File: config.mk
export PLATFORM = sky130hd
export DESIGN_NAME = input_conditioner
export DESIGN_NICKNAME = d
export VERILOG_FILES = /design/src/rtl/input_conditioner.sv
export SDC_FILE = /design/constraint.sdc
export NUM_CORES = 1
export LEC_CHECK = 0
export ABC_AREA = 1
export BUFFER_PORTS_ARGS = -buffer_cell sky130_fd_sc_hd__buf_4
export CAP_MARGIN = 10
export CORE_ASPECT_RATIO = 1.4
export CORE_MARGIN = 10
export CORE_UTILIZATION = 49
export DETAILED_ROUTE_END_ITERATION = 10
export PLACE_DENSITY_LB_ADDON = 0.12
export SETUP_SLACK_MARGIN = 0.15
export SLEW_MARGIN = 20
export SYNTH_ARGS = -nofsm -noshare
export SYNTH_HDL_FRONTEND = slang
export SYNTH_SLANG_ARGS = --single-unit
export TNS_END_PERCENT = 5
File: constraint.sdc
create_clock -name clk -period 1.2 [get_ports clk]
set_clock_uncertainty 0.05 [all_clocks]
set_input_delay 0.12 -clock clk [delete_from_list [all_inputs] [get_ports clk]]
set_output_delay 0.12 -clock clk [all_outputs]
set_load 0.02 [all_outputs]
File: src/rtl/input_conditioner.sv
// input_conditioner: per-channel counter debounce, mode-selectable edge strobe and retriggerable pulse stretcher.
// Define INPUT_COND_SYNC_EN to place a 2-flop synchroniser ahead of the sample register (adds 2 cycles).
module input_conditioner #(
    parameter int NCH         = 4,
    parameter int DB_LEN      = 4,
    parameter int STRETCH_LEN = 4
) (
    input  logic             clk,
    input  logic             rst,
    input  logic [NCH-1:0]   in,
    input  logic [2*NCH-1:0] edge_mode,
    output logic [NCH-1:0]   level,
    output logic [NCH-1:0]   pulse,
    output logic [NCH-1:0]   stretched,
    output logic             any_pulse
);
    localparam int CW = (DB_LEN > 1) ? $clog2(DB_LEN) : 1;
    localparam int SW = (STRETCH_LEN > 1) ? $clog2(STRETCH_LEN) : 1;
    localparam logic [CW-1:0] C_LAST = CW'(DB_LEN - 1);
    localparam logic [SW-1:0] S_LOAD = SW'(STRETCH_LEN - 1);

    logic [NCH-1:0] s_src;

`ifdef INPUT_COND_SYNC_EN
    logic [NCH-1:0] sync1;
    logic [NCH-1:0] sync2;

    always_ff @(posedge clk) begin
        if (rst) begin
            sync1 <= '0;
            sync2 <= '0;
        end else begin
            sync1 <= in;
            sync2 <= sync1;
        end
    end

    assign s_src = sync2;
`else
    assign s_src = in;
`endif

    logic [NCH-1:0] s;
    logic [CW-1:0]  cnt  [NCH];
    logic [SW-1:0]  scnt [NCH];
    logic [NCH-1:0] flip;
    logic [NCH-1:0] pulse_nxt;

    // Mode is only looked at on the flip edge, so mode changes never disturb an in-flight pulse or stretch.
    always_comb begin
        flip      = '0;
        pulse_nxt = '0;
        for (int i = 0; i < NCH; i++) begin
            flip[i] = (s[i] != level[i]) && (cnt[i] == C_LAST);
            case (edge_mode[2*i +: 2])
                2'b00:   pulse_nxt[i] = flip[i] & ~level[i];
                2'b01:   pulse_nxt[i] = flip[i] & level[i];
                2'b10:   pulse_nxt[i] = flip[i];
                default: pulse_nxt[i] = 1'b0;
            endcase
        end
    end

    always_ff @(posedge clk) begin
        if (rst) begin
            s         <= '0;
            level     <= '0;
            pulse     <= '0;
            stretched <= '0;
            any_pulse <= 1'b0;
            for (int i = 0; i < NCH; i++) begin
                cnt[i]  <= '0;
                scnt[i] <= '0;
            end
        end else begin
            s         <= s_src;
            pulse     <= pulse_nxt;
            any_pulse <= |pulse_nxt;
            for (int i = 0; i < NCH; i++) begin
                if (s[i] == level[i]) begin
                    cnt[i] <= '0;
                end else if (flip[i]) begin
                    level[i] <= ~level[i];
                    cnt[i]   <= '0;
                end else begin
                    cnt[i] <= cnt[i] + 1'b1;
                end

                // A fresh pulse reloads the counter, giving a gap-free extension on retrigger.
                if (pulse_nxt[i]) begin
                    scnt[i]      <= S_LOAD;
                    stretched[i] <= 1'b1;
                end else if (scnt[i] != '0) begin
                    scnt[i]      <= scnt[i] - 1'b1;
                    stretched[i] <= 1'b1;
                end else begin
                    stretched[i] <= 1'b0;
                end
            end
        end
    end
endmodule
==> metrics.txt, run 1 <==
net switching power of the design 938 uW; vias in the first global route around 1300; fraction of power consumed by sequential logic 44.3%; Die X-Extent 66.8 microns; Bufs on Longest Clock Path 2; #FFs+latches synth 33; Root Driver sky130_fd_sc_hd__clkbuf_8; leftover overflow at the end of global routing 0; number of maximum-capacitance violations 0; Reg clk slew, reported paths 0.06 ns; setup slack after layout -0.0282 ns; Reg2Reg Launch Point cnt[3][0]; switching share of power 27.6%; per-cell via count in the routed design 4.69; number of primary I/O pins 27; overall fraction of global-route tracks in use a little under an eighth; post-synthesis cell type with the largest combined area sky130_fd_sc_hd__edfxtp_1; global-route wire length before repair about 5.2 mm; category of the worst setup path capture point flop; most used standard cell by instance count after synthesis sky130_fd_sc_hd__inv_1; overall power roughly 3.4 mW; synthesis warning total 0; IR Drop Worst-Case VDD 0.00120 V; post-synthesis simple-gate area fraction a little over a fifth; Reg2Reg Depth 6; TritonCTS clock tree done; Post-Synth XOR/XNOR Area 0%; Port-buffer cells 26; startpoint type of the worst setup path flop; htree depth 2; Detailed Route WL a little over 3 mm; number of clock sinks 33; initial antenna violation count 0; number of rows created at floorplan 23; power per cell area 1590 nW/um^2; synthesized cell area ~1500 sq um; RSZ-0062 raised after global routing true; WHS Path Cells 2; CORE AREA ~2900 sq um; Mapped Avg Cell Area 8.82 sq um; net total in the final layout roughly 250; Post-synth EDFFs 16; Compound-Gate Fraction of Synth Area 6.59%; largest fanout on the critical path 5; worst-skew pair later-pin latency 0.29 ns; leakage between 1 and 1.5 nW; initial core utilization 51.6%; share of cell area taken by muxes after synthesis 0%; worst setup slack for register-to-register paths -0.03 ns; maximum number of pins on one net before global-route repair 11; Antenna Cells 0; fraction of final layout cells with drive strength greater than 1 41.2%; classification of the worst setup path reg -> reg; WL per Instance 11.8 microns; TritonCTS Buffers 5; launch point of the worst hold path rst; Crit Reg-Reg Endpoint scnt[3][1]; vertical die dimension roughly 85 microns; timing-limited maximum frequency approximately 0.8 GHz; summed area of non-filler cells in the final layout 2130 sq um; part of the power in combinational logic about a quarter; violated checks negative setup slack; share of Yosys cell area claimed by the top area cell type 32.0%; required arrival time at the worst endpoint 1.19 ns; placed wire-length estimate 2.24 mm; endpoint with the worst hold slack s[1]; count of different cell masters after synthesis 21; most used flip-flop cell after synthesis sky130_fd_sc_hd__dfxtp_1; Die Footprint around 5700 sq um; outcome complete, but fails checks; final critical delay including setup and external delays 1.23 ns; top post-synthesis cells by area sky130_fd_sc_hd__edfxtp_1, sky130_fd_sc_hd__dfxtp_1, sky130_fd_sc_hd__inv_1; First DRT Iteration DRCs 45; Data arrival, critical path ~1.2 ns; synthesized netlist cell count between 150 and 200; share of total power in the clock network 29.2%; post-synthesis share of cell area spent on full adders, half adders and majority gates about 6.7%; dominant combinational cell family by area after synthesis simple AND/OR/NAND/NOR gates; number of slew-limit violations in the final report 0; total via count in the routed design 1233; area growth from synthesis to layout 42.1%; share of synthesized area occupied by flip-flops and latches 54.7%; Post-synth ARST share 0%; most common library cells after synthesis sky130_fd_sc_hd__inv_1, sky130_fd_sc_hd__nand2_1, sky130_fd_sc_hd__nor2_1; remaining antenna violation count 0; post-detailed-route DRC marker count 0; setup-violating endpoint count in the final report 1; 1st-pass router iterations 4; internal portion of total power approximately 2.5 mW; gp weighted congestion 0.744; total placed instance area 1850 sq um; type of the tightest min-delay check in -> reg; Tcrit/Tclk final 102%; Hold Vio Cnt, Final 0
[sequential cells by signal, indices dropped and copies added (netlist names)]
register   cells
any_pulse      1
cnt            8
level          4
pulse          4
s              4
scnt           8
stretched      4
[worst max path at each step]
stage,startpoint,to,slack [ns],cells after the start
2_1_floorplan,cnt[2][0],scnt[2][0],0.06,5
3_3_place_gp,cnt[2][0],scnt[2][1],0.001,5
3_5_place_dp,cnt[2][0],scnt[2][1],-0.04,5
4_1_cts,cnt[3][0],scnt[3][1],-0.02,6
5_1_grt,cnt[3][0],scnt[3][1],-0.1,6
6_report,cnt[3][0],scnt[3][1],-0.03,6
[timing repair]
item,in CTS,in global routing
hold buffers,4,0
resized for setup,14,12
setup buffers,5,3
endpoints found under the hold margin,4,0
setup endpoints to repair,29,35
pin swaps,23,11
[final cells by class]
class	count	area, sq um
Fill cell	208	774
Sequential cell	33	837
Tap cell	37	46.3
Inverter	37	141
Timing Repair Buffer	43	333
Clock inverter	2	33.8
Multi-Input combinational cell	105	668
Clock buffer	6	72.6
[critical path, stage by stage (launching register included)]
cell	delay, ns
sky130_fd_sc_hd__edfxtp_1	0.36
sky130_fd_sc_hd__ha_2	0.20
sky130_fd_sc_hd__inv_2	0.05
sky130_fd_sc_hd__nor2_4	0.10
sky130_fd_sc_hd__nand2_4	0.08
sky130_fd_sc_hd__nand4_1	0.08
sky130_fd_sc_hd__nand2_1	0.06
[power by group through the flow]
stage / clock network, mW / registers (mW) / logic [mW]
after floorplan: 0 / 1.58 / 0.446
after global placement: 0 / 1.52 / 0.720
after detailed placement: 0 / 1.53 / 0.778
after CTS: 1.03 / 1.50 / 0.860
after global routing: 1.06 / 1.52 / 1.01
final: 0.991 / 1.50 / 0.901
[routing by layer]
| metal | vias up | global-route usage (%) | wire length, microns |
|---|---|---|---|
| li1 | 641 | - | - |
| met1 | 557 | 10.6 | 1140 |
| met2 | 25 | 21.2 | 1670 |
| met3 | 10 | 3.95 | 187 |
| met4 | 0 | 8.22 | 107 |
| met5 | - | 0 | 0 |
[layout by cell type, fill, tap and decap left out, types with 5 or more instances in the layout]
cell / instances
sky130_fd_sc_hd__buf_4: 39
sky130_fd_sc_hd__inv_1: 28
sky130_fd_sc_hd__nand2_1: 22
sky130_fd_sc_hd__nor2_1: 16
sky130_fd_sc_hd__edfxtp_1: 16
sky130_fd_sc_hd__dfxtp_1: 12
sky130_fd_sc_hd__nand2_2: 9
sky130_fd_sc_hd__conb_1: 8
sky130_fd_sc_hd__inv_2: 7
sky130_fd_sc_hd__nand3_2: 7
sky130_fd_sc_hd__ha_2: 7
sky130_fd_sc_hd__nand4_1: 6
sky130_fd_sc_hd__clkbuf_8: 5
[cell families after synthesis]
group | count (synthesis)
AO/OA/AOI/OAI | 17
flip-flops | 33
other | 1
adder cells (fa/ha/maj) | 8
buffers and inverters | 39
AND/OR/NAND/NOR | 72
[metrics by stage]
stage          setup WS, ns  hold slack, ns  std cells  utilization, %  setup TNS [ns]
5_1_grt             -0.0975          0.0215        263            73.4          -0.814
3_5_place_dp        -0.0370           0.276        243            63.8          -0.175
2_1_floorplan        0.0597           0.177        177               -               0
6_report            -0.0282          0.0252        263            73.4         -0.0282
4_1_cts             -0.0161          0.0135        260            71.3         -0.0307
3_3_place_gp        0.00129           0.271        243            63.8               0
Note: power is estimated with default switching activity, not from simulation.
==> run 2: changes to the inputs <==
CELL_PAD_IN_SITES_DETAIL_PLACEMENT = 2   (was not set)
CELL_PAD_IN_SITES_GLOBAL_PLACEMENT = 2   (was not set)
CORE_UTILIZATION = 29   (was 49)
==> metrics.txt, run 2 (synthesis results as in run 1) <==
timing-limited maximum frequency 0.822 GHz; total placed instance area 1930 sq um; summed area of non-filler cells in the final layout 2150 sq um; post-detailed-route DRC marker count 0; required arrival time at the worst endpoint 1.19 ns; Antenna Cells 0; IR Drop Worst-Case VDD 0.000574 V; violated checks negative setup slack; per-cell via count in the routed design 4.40; number of rows created at floorplan 30; maximum number of pins on one net before global-route repair 14; overall power 3.25 mW; number of filler instances in the final layout 554; leakage approximately 1.0 nW; number of primary I/O pins 27; outcome complete, but fails checks; largest registers cnt x8, scnt x8; TritonCTS clock tree done; Root Driver sky130_fd_sc_hd__clkbuf_8; Setup WS pre-CTS -0.0543 ns; detailed-routed wire length on met3 142 microns; htree depth 2; post-route setup TNS -0.0494 ns; final core utilization 43.8%; initial antenna violation count 0; category of the worst setup path capture point flop; worst-skew pair later-pin latency 0.29 ns; Bufs on Longest Clock Path 2; slowest cell on the critical path sky130_fd_sc_hd__edfxtp_1; Crit path max-delay family flip-flops; largest fanout on the critical path 5; Data arrival, critical path 1.21 ns; type of the tightest min-delay check in -> reg; Port-buffer cells 26; number of maximum-capacitance violations 0; power per cell area 1510 nW/um^2; routed length on met2 2.26 mm; WP buf/inv 1; net total in the final layout 247; global-route wire length before repair 6.73 mm; total via count in the routed design 1275; Reg clk slew, reported paths 0.07 ns; area growth from synthesis to layout 43.5%; M1 WL about 1.4 mm; number of slew-limit violations in the final report 0; remaining antenna violation count 0; setup-violating endpoint count in the final report 6; most common cell after layout, fill and taps aside sky130_fd_sc_hd__buf_4; WL per Instance 13.4 microns; number of clock sinks 33; Detailed Route WL 3.89 mm; final critical delay including setup and external delays roughly 1.2 ns; Levels on crit path 6; Die Footprint 8490 sq um; First DRT Iteration DRCs 33; cell chain of the critical path ha_2, inv_2, nor2_4, nand2_4, nand4_1, nand2_1; classification of the worst setup path reg -> reg; vertical die dimension between 100 and 150 microns; commonest non-fill, non-tap cells in the layout sky130_fd_sc_hd__buf_4, sky130_fd_sc_hd__inv_1, sky130_fd_sc_hd__nand2_1; leftover overflow at the end of global routing 0; fraction of final layout cells with drive strength greater than 1 approximately 41%; Hold Vio Cnt, Final 0; gp weighted congestion roughly 0.7; RSZ-0062 raised after global routing true; 1st-pass router iterations 2; Top Metal Used met4; TritonCTS Buffers 5; WHS Path Cells 2; critical path's largest stage delay 0.36 ns; CORE AREA 4920 sq um; Reg2Reg Depth 6; placed wire-length estimate 3.08 mm; initial core utilization 30.5%; Tcrit/Tclk final 101%; setup slack after layout -0.0161 ns; overall fraction of global-route tracks in use 9.96%; Die X-Extent about 80 microns; startpoint type of the worst setup path flop; vias in the first global route roughly 1500
==> run 2: worst register-to-register path, delay by kind of cell, from the launching register on <==
family / cells / cell delay [ns]
adders and majority gates: 1 / 0.20
buffers and inverters: 1 / 0.05
DFF: 1 / 0.36
and+or+nand+nor: 4 / 0.31
==> run 2: report_power, final <==
part | total, mW | leakage [nW] | internal [mW] | switching (mW)
clock network | 0.811 | 0.0450 | 0.402 | 0.409
logic | 0.935 | 0.668 | 0.436 | 0.499
registers | 1.51 | 0.313 | 1.43 | 0.0797
==> run 2: final timing paths <==
| kind | from | endpoint | slack, ns |
|---|---|---|---|
| max | cnt[3][0] | scnt[3][1] | -0.02 |
| min reg2reg | s[0] | level[0] | 0.44 |
| max reg2reg | cnt[3][0] | scnt[3][1] | -0.02 |
| min | rst | s[0] | 0.03 |
==> run 2: repair_timing <==
action / CTS / global route
hold endpoints to repair: 4 / 0
gates resized for setup: 19 / 8
pin swaps: 14 / 10
hold buffers: 4 / 0
setup endpoints to repair: 33 / 36
buffers inserted: 2 / 2
==> run 2: stage by stage <==
stage	cells	hold WS [ns]
floorplan	177	0.177
global placement	274	0.273
detailed placement	274	0.281
CTS	288	0.0174
global route	290	0.0289
finish	290	0.0265
==> run 2: area by class of cell <==
| type | instances | area (sq um) | share of cell area, % |
|---|---|---|---|
| repair buffers | 43 | 349 | 16.2 |
| multi-input cells | 105 | 659 | 30.6 |
| inverters | 37 | 144 | 6.68 |
| clock buffers | 6 | 72.6 | 3.37 |
| clock inverters | 2 | 10.0 | 0.465 |
| flip-flops and latches | 33 | 838 | 38.9 |
| well taps | 64 | 80.1 | 3.72 |
==> run 2: metal layers <==
metal | vias up | global-route usage [%]
li1 | 637 | -
met1 | 611 | 9.28
met2 | 21 | 18.7
met5 | - | 0
met3 | 6 | 2.83
met4 | 0 | 4.84
